**src/rtl/usb_serial_tx_arbiter.sv**
```systemverilog
// usb_serial_tx_arbiter
// Shares the single TX byte FIFO of the USB serial FIFO-PHY between NREQ
// byte-stream requesters. Arbitration is round-robin with burst granularity:
// a grant is held until the owner drops valid or MAXBURST bytes are written.
//
// Optional feature: define USB_SERIAL_TX_ARBITER_TAG_EN to insert a TAG state
// after every grant. It writes {4'hF, g[3:0]} so the host can demultiplex
// channels.
//
// Ports
//   clk_i       clock (same as PHY tx_clk_i)
//   rst_i       synchronous active-high reset
//   valid_i     per-requester byte valid
//   data_i      per-requester bytes, requester 0 in [7:0]
//   rdy_o       per-requester consume pulse (combinational)
//   grant_o     one-hot current owner, 0 when idle (registered)
//   tx_write_o  FIFO write strobe (combinational)
//   tx_data_o   FIFO write data, 0 when not writing (combinational)
//   tx_full_i   FIFO full
module usb_serial_tx_arbiter #(
  parameter int unsigned NREQ     = 2,
  parameter int unsigned MAXBURST = 64
) (
  input  logic                clk_i,
  input  logic                rst_i,
  input  logic [NREQ-1:0]     valid_i,
  input  logic [8*NREQ-1:0]   data_i,
  output logic [NREQ-1:0]     rdy_o,
  output logic [NREQ-1:0]     grant_o,
  output logic                tx_write_o,
  output logic [7:0]          tx_data_o,
  input  logic                tx_full_i
);

  localparam int unsigned IW = $clog2(NREQ);
  localparam int unsigned CW = $clog2(MAXBURST) + 1;
  localparam logic [CW-1:0] MAX_CNT = CW'(MAXBURST);

`ifdef USB_SERIAL_TX_ARBITER_TAG_EN
  typedef enum logic [1:0] {ST_IDLE, ST_TAG, ST_BURST} state_t;
`else
  typedef enum logic [1:0] {ST_IDLE, ST_BURST} state_t;
`endif

  state_t          r_state;
  logic [NREQ-1:0] r_grant;
  logic [IW-1:0]   r_rr;
  logic [CW-1:0]   r_count;

  state_t          w_state_nxt;
  logic [NREQ-1:0] w_grant_nxt;
  logic [IW-1:0]   w_rr_nxt;
  logic [CW-1:0]   w_count_nxt;

  logic            w_found;
  logic [IW-1:0]   w_pick;
  logic [IW-1:0]   w_cand;
  logic            w_sel_valid;
  logic [7:0]      w_sel_data;

  assign grant_o = r_grant;

  // Round-robin search starting just after the last owner, wrapping.
  always_comb begin
    w_found = 1'b0;
    w_pick  = '0;
    w_cand  = '0;
    for (int unsigned i = 1; i <= NREQ; i++) begin
      w_cand = IW'((32'(r_rr) + i) % NREQ);
      if (!w_found && valid_i[w_cand]) begin
        w_found = 1'b1;
        w_pick  = w_cand;
      end
    end
  end

  // Owner's valid/data, selected by the one-hot grant (zero when idle).
  always_comb begin
    w_sel_valid = 1'b0;
    w_sel_data  = '0;
    for (int unsigned n = 0; n < NREQ; n++) begin
      if (r_grant[n]) begin
        w_sel_valid = valid_i[n];
        w_sel_data  = data_i[8*n +: 8];
      end
    end
  end

  // Next-state and combinational handshake outputs.
  always_comb begin
    w_state_nxt = r_state;
    w_grant_nxt = r_grant;
    w_rr_nxt    = r_rr;
    w_count_nxt = r_count;
    tx_write_o  = 1'b0;
    tx_data_o   = '0;
    rdy_o       = '0;

    case (r_state)
      ST_IDLE: begin
        if (w_found) begin
          w_grant_nxt = NREQ'(1) << w_pick;
          w_rr_nxt    = w_pick;
          w_count_nxt = '0;
`ifdef USB_SERIAL_TX_ARBITER_TAG_EN
          w_state_nxt = ST_TAG;
`else
          w_state_nxt = ST_BURST;
`endif
        end
      end

`ifdef USB_SERIAL_TX_ARBITER_TAG_EN
      // Channel tag byte; always proceeds to BURST once written.
      ST_TAG: begin
        if (!tx_full_i) begin
          tx_write_o  = 1'b1;
          tx_data_o   = {4'hF, 4'(r_rr)};
          w_state_nxt = ST_BURST;
        end
      end
`endif

      ST_BURST: begin
        if (!w_sel_valid) begin
          w_state_nxt = ST_IDLE;
          w_grant_nxt = '0;
        end else if (!tx_full_i) begin
          tx_write_o  = 1'b1;
          tx_data_o   = w_sel_data;
          rdy_o       = r_grant;
          w_count_nxt = r_count + CW'(1);
          if (r_count + CW'(1) == MAX_CNT) begin
            w_state_nxt = ST_IDLE;
            w_grant_nxt = '0;
          end
        end
      end

      default: begin
        w_state_nxt = ST_IDLE;
        w_grant_nxt = '0;
      end
    endcase

    // A byte presented during reset is neither written nor consumed.
    if (rst_i) begin
      tx_write_o = 1'b0;
      tx_data_o  = '0;
      rdy_o      = '0;
    end
  end

  // State register; rr reset to NREQ-1 gives requester 0 first priority.
  always_ff @(posedge clk_i) begin
    if (rst_i) begin
      r_state <= ST_IDLE;
      r_grant <= '0;
      r_rr    <= IW'(NREQ - 1);
      r_count <= '0;
    end else begin
      r_state <= w_state_nxt;
      r_grant <= w_grant_nxt;
      r_rr    <= w_rr_nxt;
      r_count <= w_count_nxt;
    end
  end

endmodule

```
**config.mk**
```make
export PLATFORM = sky130hd
export DESIGN_NAME = usb_serial_tx_arbiter
export DESIGN_NICKNAME = d
export VERILOG_FILES = /design/src/rtl/usb_serial_tx_arbiter.sv
export SDC_FILE = /design/constraint.sdc
export NUM_CORES = 1
export LEC_CHECK = 0
export CORE_UTILIZATION = 41
export DETAILED_ROUTE_END_ITERATION = 10
export PLACE_DENSITY_LB_ADDON = 0.2
export SYNTH_ARGS = -nofsm -noshare
export SYNTH_HDL_FRONTEND = slang
export SYNTH_SLANG_ARGS = --single-unit
```
**constraint.sdc**
```tcl
create_clock -name clk_i -period 1.9 [get_ports clk_i]
set_clock_uncertainty 0.2 [all_clocks]
set_input_delay 0.38 -clock clk_i [delete_from_list [all_inputs] [get_ports clk_i]]
set_output_delay 0.38 -clock clk_i [all_outputs]
set_load 0.005 [all_outputs]
```
# Word-level counts from Yosys, hierarchy flattened
# Index checks and enable logic that the tools add are counted.
[classes]
add_sub_neg = 3
order_cmp = 2
eq_ne = 7
shift = 1
mux = 35
n_reduce_logical = 7
[op_table]
columns = ["cell", "count"]
rows = [
  ["$mux W8", 6],
  ["$mux W7", 3],
  ["$mux W2", 9],
  ["$mux W1", 14],
  ["$pmux W7 S2", 1],
  ["$pmux W2 S2", 2],
  ["$add A7 B1 Y7 const B", 1],
  ["$eq A7 B7 Y1 const B", 1],
  ["$ne A2 B2 Y1 const B", 3],
  ["$ne A3 B3 Y1 const B", 2],
  ["$lt A1 B2 Y1 const B", 2],
  ["$reduce_and A4 Y1", 1],
  ["$reduce_and A3 Y1", 1],
  ["$add A1 B1 Y1 const B", 2],
  ["$eq A2 B1 Y1 const B", 1],
  ["$logic_not A2 Y1", 1],
  ["$reduce_and A2 Y1", 1],
  ["$reduce_bool A2 Y1", 1],
  ["$shl A1 B1 Y2 const A", 1],
  ["$logic_and A1 B1 Y1", 1],
  ["$logic_not A1 Y1", 1],
]
[word_totals]
ff_bits = 12
inputBits = 21
out_inout_bits = 13

# Logic depth before layout (Yosys ltp)
# Gate-level depths: netlist (run 1).
[logic_depth]
depth_word = 10
ltp_mapped = 5
ltp_nobuf = 5

# Worst setup path before layout (run 1)
# OpenSTA, ideal clock, no wires.
[synth_timing]
kind = "register to output"
start = "reg r_grant[1], in the netlist grant_o[1]"
end = "out tx_data_o[0]"
t_arrival_ns = 1.194
required_ns = 1.320
path_slack_ns = 0.126
path_stages_with_launch = 5
n_path_buf = 1
cell_sequence = "dfxtp_1 -> nand4b_1 -> a211o_1 -> buf_2 -> nor2_1"
[synth_between]
elab_chain_cells = 5
elab_cells_between_ends = 6
cone_classes = "mux (6)"
[synth_lines]
columns = ["element", "line", "text"]
rows = [
  ["start, declared", "46", "logic [NREQ-1:0] r_grant;"],
  ["start signal, assigned", "163", "r_grant <= w_grant_nxt;"],
  ["$mux W8", "82", "if (r_grant[n]) begin"],
  ["$mux W8", "128", "end else if (!tx_full_i) begin"],
  ["$mux W8 (*)", "125", "if (!w_sel_valid) begin"],
  ["$mux W8 (*)", "99", "case (r_state)"],
  ["$mux W8 (*)", "147", "if (rst_i) begin"],
  ["end, declared", "31", "output logic [7:0] tx_data_o,"],
]
# Every way passes the cells marked *; elsewhere a longest branch is shown, timed or not.

# Worst setup path in the final report (run 1)
# Same ends and word-level chain as after synthesis.

==> results.py, run 1 <==
metrics = {
    "synth": {
        "synth_area_leaders": "dfxtp_1, a22oi_1, a211o_1, nor2_1, nand2_1",
        "avgSynthCellArea_um2": 7.64,
        "synth-main-ff-cell": "dfxtp_1",
        "synthTopCellsByCount": "dfxtp_1, nor2_1, nand2_1",
        "async_flop_share": 0,
        "ys_seq_area_frac": 0.288,
        "synth_nets": 122,
        "synth_top_area_share": 0.288,
        "syn_inst": 100,
        "ys_types": 36,
        "syn_area_um2": 764,
        "ys_ff_latch": 11,
        "ys_warn_count": 0,
        "synth_edf_count": 0,
        "yosysTopAreaCell": "dfxtp_1",
    },
    "sta": {
        "max_freq_mhz": 465,
        "relSlewSlack": 0.689,
        "finalHoldViolCount": 0,
        "final-setup-viol-count": 10,
        "grt_setup_unrepaired": "true",
        "worst_slack_ps": -249,
        "timing_max_transition_violations_final": 0,
        "min_period_over_period": 1.13,
        "fin_crit_ps": 2150,
        "worst_pin_slew_ps": 465,
        "finalSetupTns_ps": -2100,
    },
    "power_and_ir_drop": {
        "power_density_nw_per_um2": 399,
        "p_leak_nw": 0.576,
        "total_power_mw": 0.557,
        "peakVddDrop_v": 0.000353,
    },
    "finish": {
        "nets": 182,
        "area_delta_synth_final_pct": 82.5,
        "regArea_um2": 223,
        "n_antenna_cell": 0,
        "nFillCells": 120,
        "multiInputGateArea_um2": 616,
        "final_layout_size_suffix_gt1_frac": 0.371,
    },
    "placed_design": {
        "port-buffer-count": 33,
        "place.gp.congestion": 0.786,
        "dp_hpwl_um": 1840,
    },
    "worst_setup_path": {
        "crit_chain": "nand4b_1 > a211o_4 > buf_6 > nor2_4 > buf_2",
        "cpMaxStageDelayCell": "a211o_4",
        "critPathArrivalTime_ps": 1570,
        "end_kind": "output port",
        "path_max_fanout": 3,
        "crit_buf_inv": 2,
        "crit_family": "compound AO/OA/AOI/OAI gates",
        "slowest_delay_ps": 400,
        "worst-setup-path-type": "reg -> out",
        "cp.required_ps": 1320,
        "cp-start-kind": "flop",
    },
    "routing": {
        "antenna_left": 0,
        "drt-total-wl_um": 2810,
        "drc_errors": 0,
        "drt_pre_antenna_iters": 4,
        "drt-wirelength-per-cell_um": 15.3,
        "viasPerCell": 5.77,
        "drtIter0Drc": 39,
        "routed-via-count": 1062,
    },
    "die": {
        "core_area_um2": 1750,
        "io_pins": 34,
        "die_h_um": 45.2,
        "rows": 15,
        "fp.dieW_um": 45.2,
        "start_util": 0.438,
        "die_area_um2": 2040,
    },
    "clock_network": {
        "path_clk_slew_ps": 70,
        "cts_buffer_depth": 2,
        "cts_root_buf": "clkbuf_4",
        "clk_latency_ps": 280,
        "cts_sinks": 11,
        "numCtsBuffers": 3,
        "ctsHoldBuffers": 0,
        "htreeDepth": 1,
        "cts_tree": "done",
    },
    "flow_run": {
        "drv_cap": 0,
    },
    "global_routing": {
        "overflow": 0,
        "grt_max_degree": 10,
        "grt_pass1_vias": 989,
        "grt_pass1_wl_um": 4000,
        "antenna_found_initial": 0,
        "grt_use_total": 0.268,
    },
    "status": {
        "violations": "negative setup slack",
        "status": "finished with violations",
    },
    "worst_hold_path": {
        "min_path_type": "reg -> reg",
    },
}
-- report_power, final --
part | switching, mW | leakage (nW) | internal [mW]
clock | 0.0873 | 0.0150 | 0.0816
sequential | 0.00544 | 0.0901 | 0.237
combinational | 0.0617 | 0.471 | 0.0834
-- repair_timing --
item	CTS	global route
cloned	1	0
setup endpoints to repair	13	13
gates resized for setup	64	15
pin swaps	10	5
buffers inserted	9	4
-- cells by family after synthesis --
family / share of synthesized area
DFF: 0.288
muxes: 0.0131
xor gates and xnor gates: 0.0115
AOI/OAI and AO/OA: 0.349
buffers and inverters: 0.0311
adders and majority gates: 0.0164
and+or+nand+nor: 0.291
-- tightest hold or removal path: cells and delay by family (launching register included) --
family          cells  cell delay [ps]
flops               1              360
simple gates        1               80
compound gates      1               60
-- final cells by class --
cell class,count,share of cell area
multi-input cells,84,0.441
well taps,25,0.0224
inverters,2,0.00538
clock buffers,4,0.0188
repair buffers,58,0.352
flip-flops and latches,11,0.160
-- state kept, by name, summed over array words and instances, names as in the netlist --
| register | count |
|---|---|
| r_count | 7 |
| grant_o | 2 |
| r_rr | 1 |
| r_state | 1 |
-- layer usage --
metal  global-route usage  vias up  wire (µm)
met4                0.139        0         59
met5                    0        -          0
met2                0.487       50       1410
met3               0.0480        7        247
met1                0.291      505       1100
li1                     -      500          -
-- stage by stage --
step | utilization | worst slack (ps) | area, µm² | std cells | hold WS [ps]
floorplan | - | 126 | 764 | 100 | 265
global placement | 0.696 | -788 | 1210 | 168 | 289
detailed placement | 0.696 | -892 | 1210 | 168 | 322
CTS | 0.752 | -247 | 1310 | 181 | 333
global route | 0.799 | -294 | 1400 | 184 | 370
finish | 0.799 | -249 | 1400 | 184 | 336
-- final timing paths --
kind | slack, ps | start | end | cells after the start
worst max-delay path | -250 | grant_o[1] | tx_data_o[0] | 5
worst max register to register | 50 | grant_o[1] | r_count[4] | 6
worst min-delay path | 340 | r_count[5] | r_count[5] | 2
worst min register to register | 340 | r_count[5] | r_count[5] | 2
-- layout by cell type (no fill, tap or decap), types with 2 or more instances in the layout --
cell,Yosys,routed
a211o_1,5,4
a21o_1,4,4
a21oi_1,6,6
a22oi_1,8,8
a31oi_1,2,2
buf_2,1,9
buf_4,0,20
buf_6,0,7
clkbuf_4,0,3
clkdlybuf4s50_1,0,17
dfxtp_1,11,9
dfxtp_2,0,2
dlygate4sd2_1,0,4
nand2_1,10,10
nand2b_1,2,2
nand3_1,3,2
nor2_1,11,5
nor2_4,0,5
nor2b_1,3,3
nor3_1,3,2
o21ai_0,5,5
Note: power is estimated with default switching activity, not from simulation.
==> inputs of run 2 (changes only) <==
- CELL_PAD_IN_SITES_DETAIL_PLACEMENT: unset -> 1
- CELL_PAD_IN_SITES_GLOBAL_PLACEMENT: unset -> 1
- CORE_UTILIZATION: 41 -> 28
- SLEW_MARGIN: unset -> 20
==> results.py, run 2 (synthesis results as in run 1) <==
metrics = {
    "status": {
        "status": "finished with violations",
        "violations": "negative setup slack",
    },
    "finish": {
        "nets": 186,
        "final_common_cell": "buf_4",
        "regMostFlops": "r_count",
        "final_cell_mix": "buf_4, clkdlybuf4s50_1, nand2_1, buf_6",
        "area_delta_synth_final_pct": 86.1,
        "final_layout_size_suffix_gt1_frac": 0.387,
        "final_area_um2": 1420,
        "largest_reg_flops": 7,
        "final_cell_count_no_fill": 193,
        "n_antenna_cell": 0,
        "fin_util": 0.564,
    },
    "die": {
        "start_util": 0.303,
        "core_area_um2": 2520,
        "rows": 18,
        "die_area_um2": 2940,
        "io_pins": 34,
        "die_h_um": 54.3,
        "fp.dieW_um": 54.3,
    },
    "sta": {
        "max_freq_mhz": 458,
        "relSlewSlack": 0.657,
        "holdWs_ps": 332,
        "min_period_over_period": 1.15,
        "fin_crit_ps": 2180,
        "worst_pin_slew_ps": 513,
        "grt_setup_unrepaired": "true",
        "worst_slack_ps": -283,
        "finalHoldViolCount": 0,
        "final-setup-viol-count": 11,
        "timing_max_transition_violations_final": 0,
    },
    "clock_network": {
        "cts_buffer_depth": 2,
        "cts_tree": "done",
        "numCtsBuffers": 3,
        "clk_latency_ps": 270,
        "path_clk_slew_ps": 80,
        "htreeDepth": 1,
        "cts_root_buf": "clkbuf_4",
        "ctsHoldBuffers": 0,
        "cts_sinks": 11,
    },
    "power_and_ir_drop": {
        "p_sw_mw": 0.163,
        "p_sw_frac": 0.287,
        "p_clk_frac": 0.297,
        "seqPwrFrac": 0.428,
        "peakVddDrop_v": 0.000308,
        "total_power_mw": 0.569,
        "pwr-share-comb": 0.275,
        "p_leak_nw": 0.592,
        "power.internal_mw": 0.405,
        "power_density_nw_per_um2": 400,
    },
    "routing": {
        "wl_met2_um": 1640,
        "dr_wl_met3_um": 235,
        "viasPerCell": 5.33,
        "routedLengthMet1_um": 1320,
        "drc_errors": 0,
        "routed-via-count": 1029,
        "drt-wirelength-per-cell_um": 16.6,
        "maxUsedRoutingLayer": "met4",
        "drt-total-wl_um": 3200,
        "drtIter0Drc": 18,
        "antenna_left": 0,
        "drt_pre_antenna_iters": 4,
    },
    "placed_design": {
        "place.gp.congestion": 0.787,
        "place_inst": 177,
        "placed_area_um2": 1250,
        "dp_hpwl_um": 2100,
        "port-buffer-count": 33,
    },
    "worst_setup_path": {
        "ff2ff_setup_slack_ps": -10,
        "end_kind": "output port",
        "critPathArrivalTime_ps": 1600,
        "cp.required_ps": 1320,
        "cp-start-kind": "flop",
        "r2r_cells": 6,
        "worst-setup-path-type": "reg -> out",
        "path_max_fanout": 4,
    },
    "global_routing": {
        "overflow": 0,
        "grt_pass1_vias": 975,
        "antenna_found_initial": 0,
        "grt_pass1_wl_um": 4500,
        "grt_max_degree": 10,
        "grt_use_total": 0.215,
    },
    "flow_run": {
        "drv_cap": 0,
    },
    "worst_hold_path": {
        "min_path_type": "reg -> reg",
        "hold_depth": 2,
    },
}
-- run 2: cell type report --
type	instances	area, µm²
flip-flops and latches	11	224
clock inverters	1	5.00
repair buffers	62	532
well taps	30	37.5
multi-input cells	84	594
clock buffers	3	22.5
fillers	305	1100
inverters	2	7.51
-- run 2: worst max-delay path: stages, from the launching register on --
cell	delay [ps]
dfxtp_2	330
nand4b_1	250
a211o_4	430
inv_2	90
and2_4	140
buf_6	90
-- run 2: per-stage QoR --
| step | setup TNS [ps] | setup WS (ps) |
|---|---|---|
| floorplan | 0 | 126 |
| global placement | -9320 | -795 |
| detailed placement | -10500 | -875 |
| CTS | -2130 | -242 |
| global route | -3060 | -338 |
| finish | -2450 | -283 |
-- run 2: final timing paths --
path,startpoint,end
max,grant_o[1],rdy_o[0]
min,r_count[5],r_count[5]
max reg2reg,grant_o[1],r_count[4]
min reg2reg,r_count[5],r_count[5]
-- run 2: what timing repair did --
item	CTS	global route
gates resized for setup	65	14
pin swaps	13	4
endpoints found under the hold margin	0	0
setup endpoints to repair	13	14
gates cloned	1	0
buffers inserted	11	3
-- run 2: power by group through the flow --
stage / Sequential [mW] / Clock, mW / Combinational [mW]
finish: 0.243 / 0.169 / 0.156
floorplan: 0.249 / 0 / 0.0477
global placement: 0.247 / 0 / 0.136
CTS: 0.242 / 0.169 / 0.148
global route: 0.245 / 0.186 / 0.168
detailed placement: 0.248 / 0 / 0.141
-- run 2: metal layers --
layer	global-route usage	vias up
li1	-	508
met1	0.240	485
met2	0.411	34
met3	0.0333	2
met4	0.0641	0
met5	0	-
==> inputs of run 3 (changes only) <==
- CORE_MARGIN: unset -> 3
==> results.py, run 3 (synthesis results as in run 1) <==
metrics = {
    "status": {
        "status": "finished with violations",
        "violations": "negative setup slack",
    },
    "global_routing": {
        "grt_max_degree": 14,
        "grt_use_total": 0.206,
        "grt_pass1_vias": 1119,
        "grt_pass1_wl_um": 5350,
        "overflow": 0,
        "antenna_found_initial": 0,
    },
    "flow_run": {
        "drv_cap": 0,
    },
    "finish": {
        "fin_util": 0.540,
        "final_cell_count_no_fill": 188,
        "n_antenna_cell": 0,
        "final_area_um2": 1380,
        "final_layout_size_suffix_gt1_frac": 0.367,
        "regArea_um2": 224,
        "nets": 181,
        "regMostFlops": "r_count",
        "area_delta_synth_final_pct": 79.9,
        "final_cell_mix": "clkdlybuf4s50_1, buf_4, buf_2, nand2_1",
        "largest_reg_flops": 7,
        "multiInputGateArea_um2": 601,
        "nFillCells": 317,
    },
    "sta": {
        "worst_slack_ps": -342,
        "relSlewSlack": 0.681,
        "min_period_over_period": 1.18,
        "finalHoldViolCount": 0,
        "max_freq_mhz": 446,
        "grt_setup_unrepaired": "true",
        "timing_max_transition_violations_final": 0,
        "finalSetupTns_ps": -2700,
        "final-setup-viol-count": 11,
        "fin_crit_ps": 2240,
        "worst_pin_slew_ps": 477,
    },
    "worst_setup_path": {
        "cp-start-kind": "flop",
        "end_kind": "output port",
        "worst-path-stages": 6,
        "worst-setup-path-type": "reg -> out",
        "path_max_fanout": 3,
        "cp.required_ps": 1320,
        "crit_buf_inv": 3,
        "slowest_delay_ps": 370,
        "cpMaxStageDelayCell": "a211o_2",
        "r2r_cells": 7,
        "cpMostUsedCell": "buf_6",
        "crit_family": "compound AO/OA/AOI/OAI gates",
        "critPathArrivalTime_ps": 1660,
        "crit_chain": "nand4b_1 > a211o_2 > buf_6 > buf_6 > nor2_2 > buf_2",
    },
    "routing": {
        "antenna_left": 0,
        "drc_errors": 0,
        "viasPerCell": 5.57,
        "drt-total-wl_um": 3230,
        "routed-via-count": 1048,
        "drt-wirelength-per-cell_um": 17.2,
        "drt_pre_antenna_iters": 4,
        "drtIter0Drc": 45,
    },
    "placed_design": {
        "port-buffer-count": 33,
        "place_inst": 174,
        "place.gp.congestion": 0.866,
        "dp_hpwl_um": 2160,
        "placed_area_um2": 1230,
    },
    "worst_hold_path": {
        "min_path_type": "reg -> reg",
        "hold_depth": 2,
    },
    "power_and_ir_drop": {
        "total_power_mw": 0.566,
        "power_density_nw_per_um2": 412,
        "p_leak_nw": 0.565,
        "peakVddDrop_v": 0.000415,
    },
    "die": {
        "rows": 18,
        "io_pins": 34,
        "core_area_um2": 2540,
        "start_util": 0.300,
        "die_area_um2": 3390,
        "fp.dieW_um": 58.3,
        "die_h_um": 58.3,
    },
    "clock_network": {
        "cts_buffer_depth": 2,
        "cts_tree": "done",
        "htreeDepth": 1,
        "path_clk_slew_ps": 80,
        "numCtsBuffers": 3,
        "clk_latency_ps": 280,
        "ctsHoldBuffers": 0,
        "cts_sinks": 11,
        "cts_root_buf": "clkbuf_4",
    },
}
==> run 3: final timing paths <==
check / end / slack, ps / start
min: r_count[5] / 330 / r_count[5]
max reg2reg: r_count[4] / -50 / grant_o[1]
min reg2reg: r_count[5] / 330 / r_count[5]
max: tx_data_o[0] / -340 / grant_o[1]
==> run 3: area by class of cell <==
cell class              instances  share of cell area
inverters                       2             0.00546
clock buffers                   4              0.0191
repair buffers                 57               0.348
multi-input cells              84               0.437
well taps                      30              0.0273
flip-flops and latches         11               0.163
==> run 3: power by group <==
group,switching (mW),internal [mW],leakage [nW]
Combinational,0.0653,0.0863,0.459
Clock,0.0887,0.0815,0.0150
Sequential,0.00647,0.238,0.0905
==> run 3: per-layer routing <==
metal / track usage / routed length (µm) / up-vias
met2: 0.355 / 1560 / 46
li1: - / - / 500
met1: 0.251 / 1430 / 495
met5: 0 / 0 / -
met4: 0.0894 / 54 / 0
met3: 0.0334 / 189 / 7
==> run 3: timing repair <==
item,CTS,global route
cloned,1,0
pin swaps,13,1
gates resized for setup,64,14
setup buffers,9,1
endpoints found under the setup margin,15,14
==> run 3: metrics by stage <==
stage / worst slack (ps) / hold slack (ps)
finish: -342 / 335
global route: -392 / 370
CTS: -289 / 331
detailed placement: -876 / 316
global placement: -821 / 295
floorplan: 126 / 265
==> run 3: tightest hold or removal path, stage by stage, from the launching register on <==
cell and delay, ps:
dfxtp_1 360, nand2_1 70, a21oi_1 60
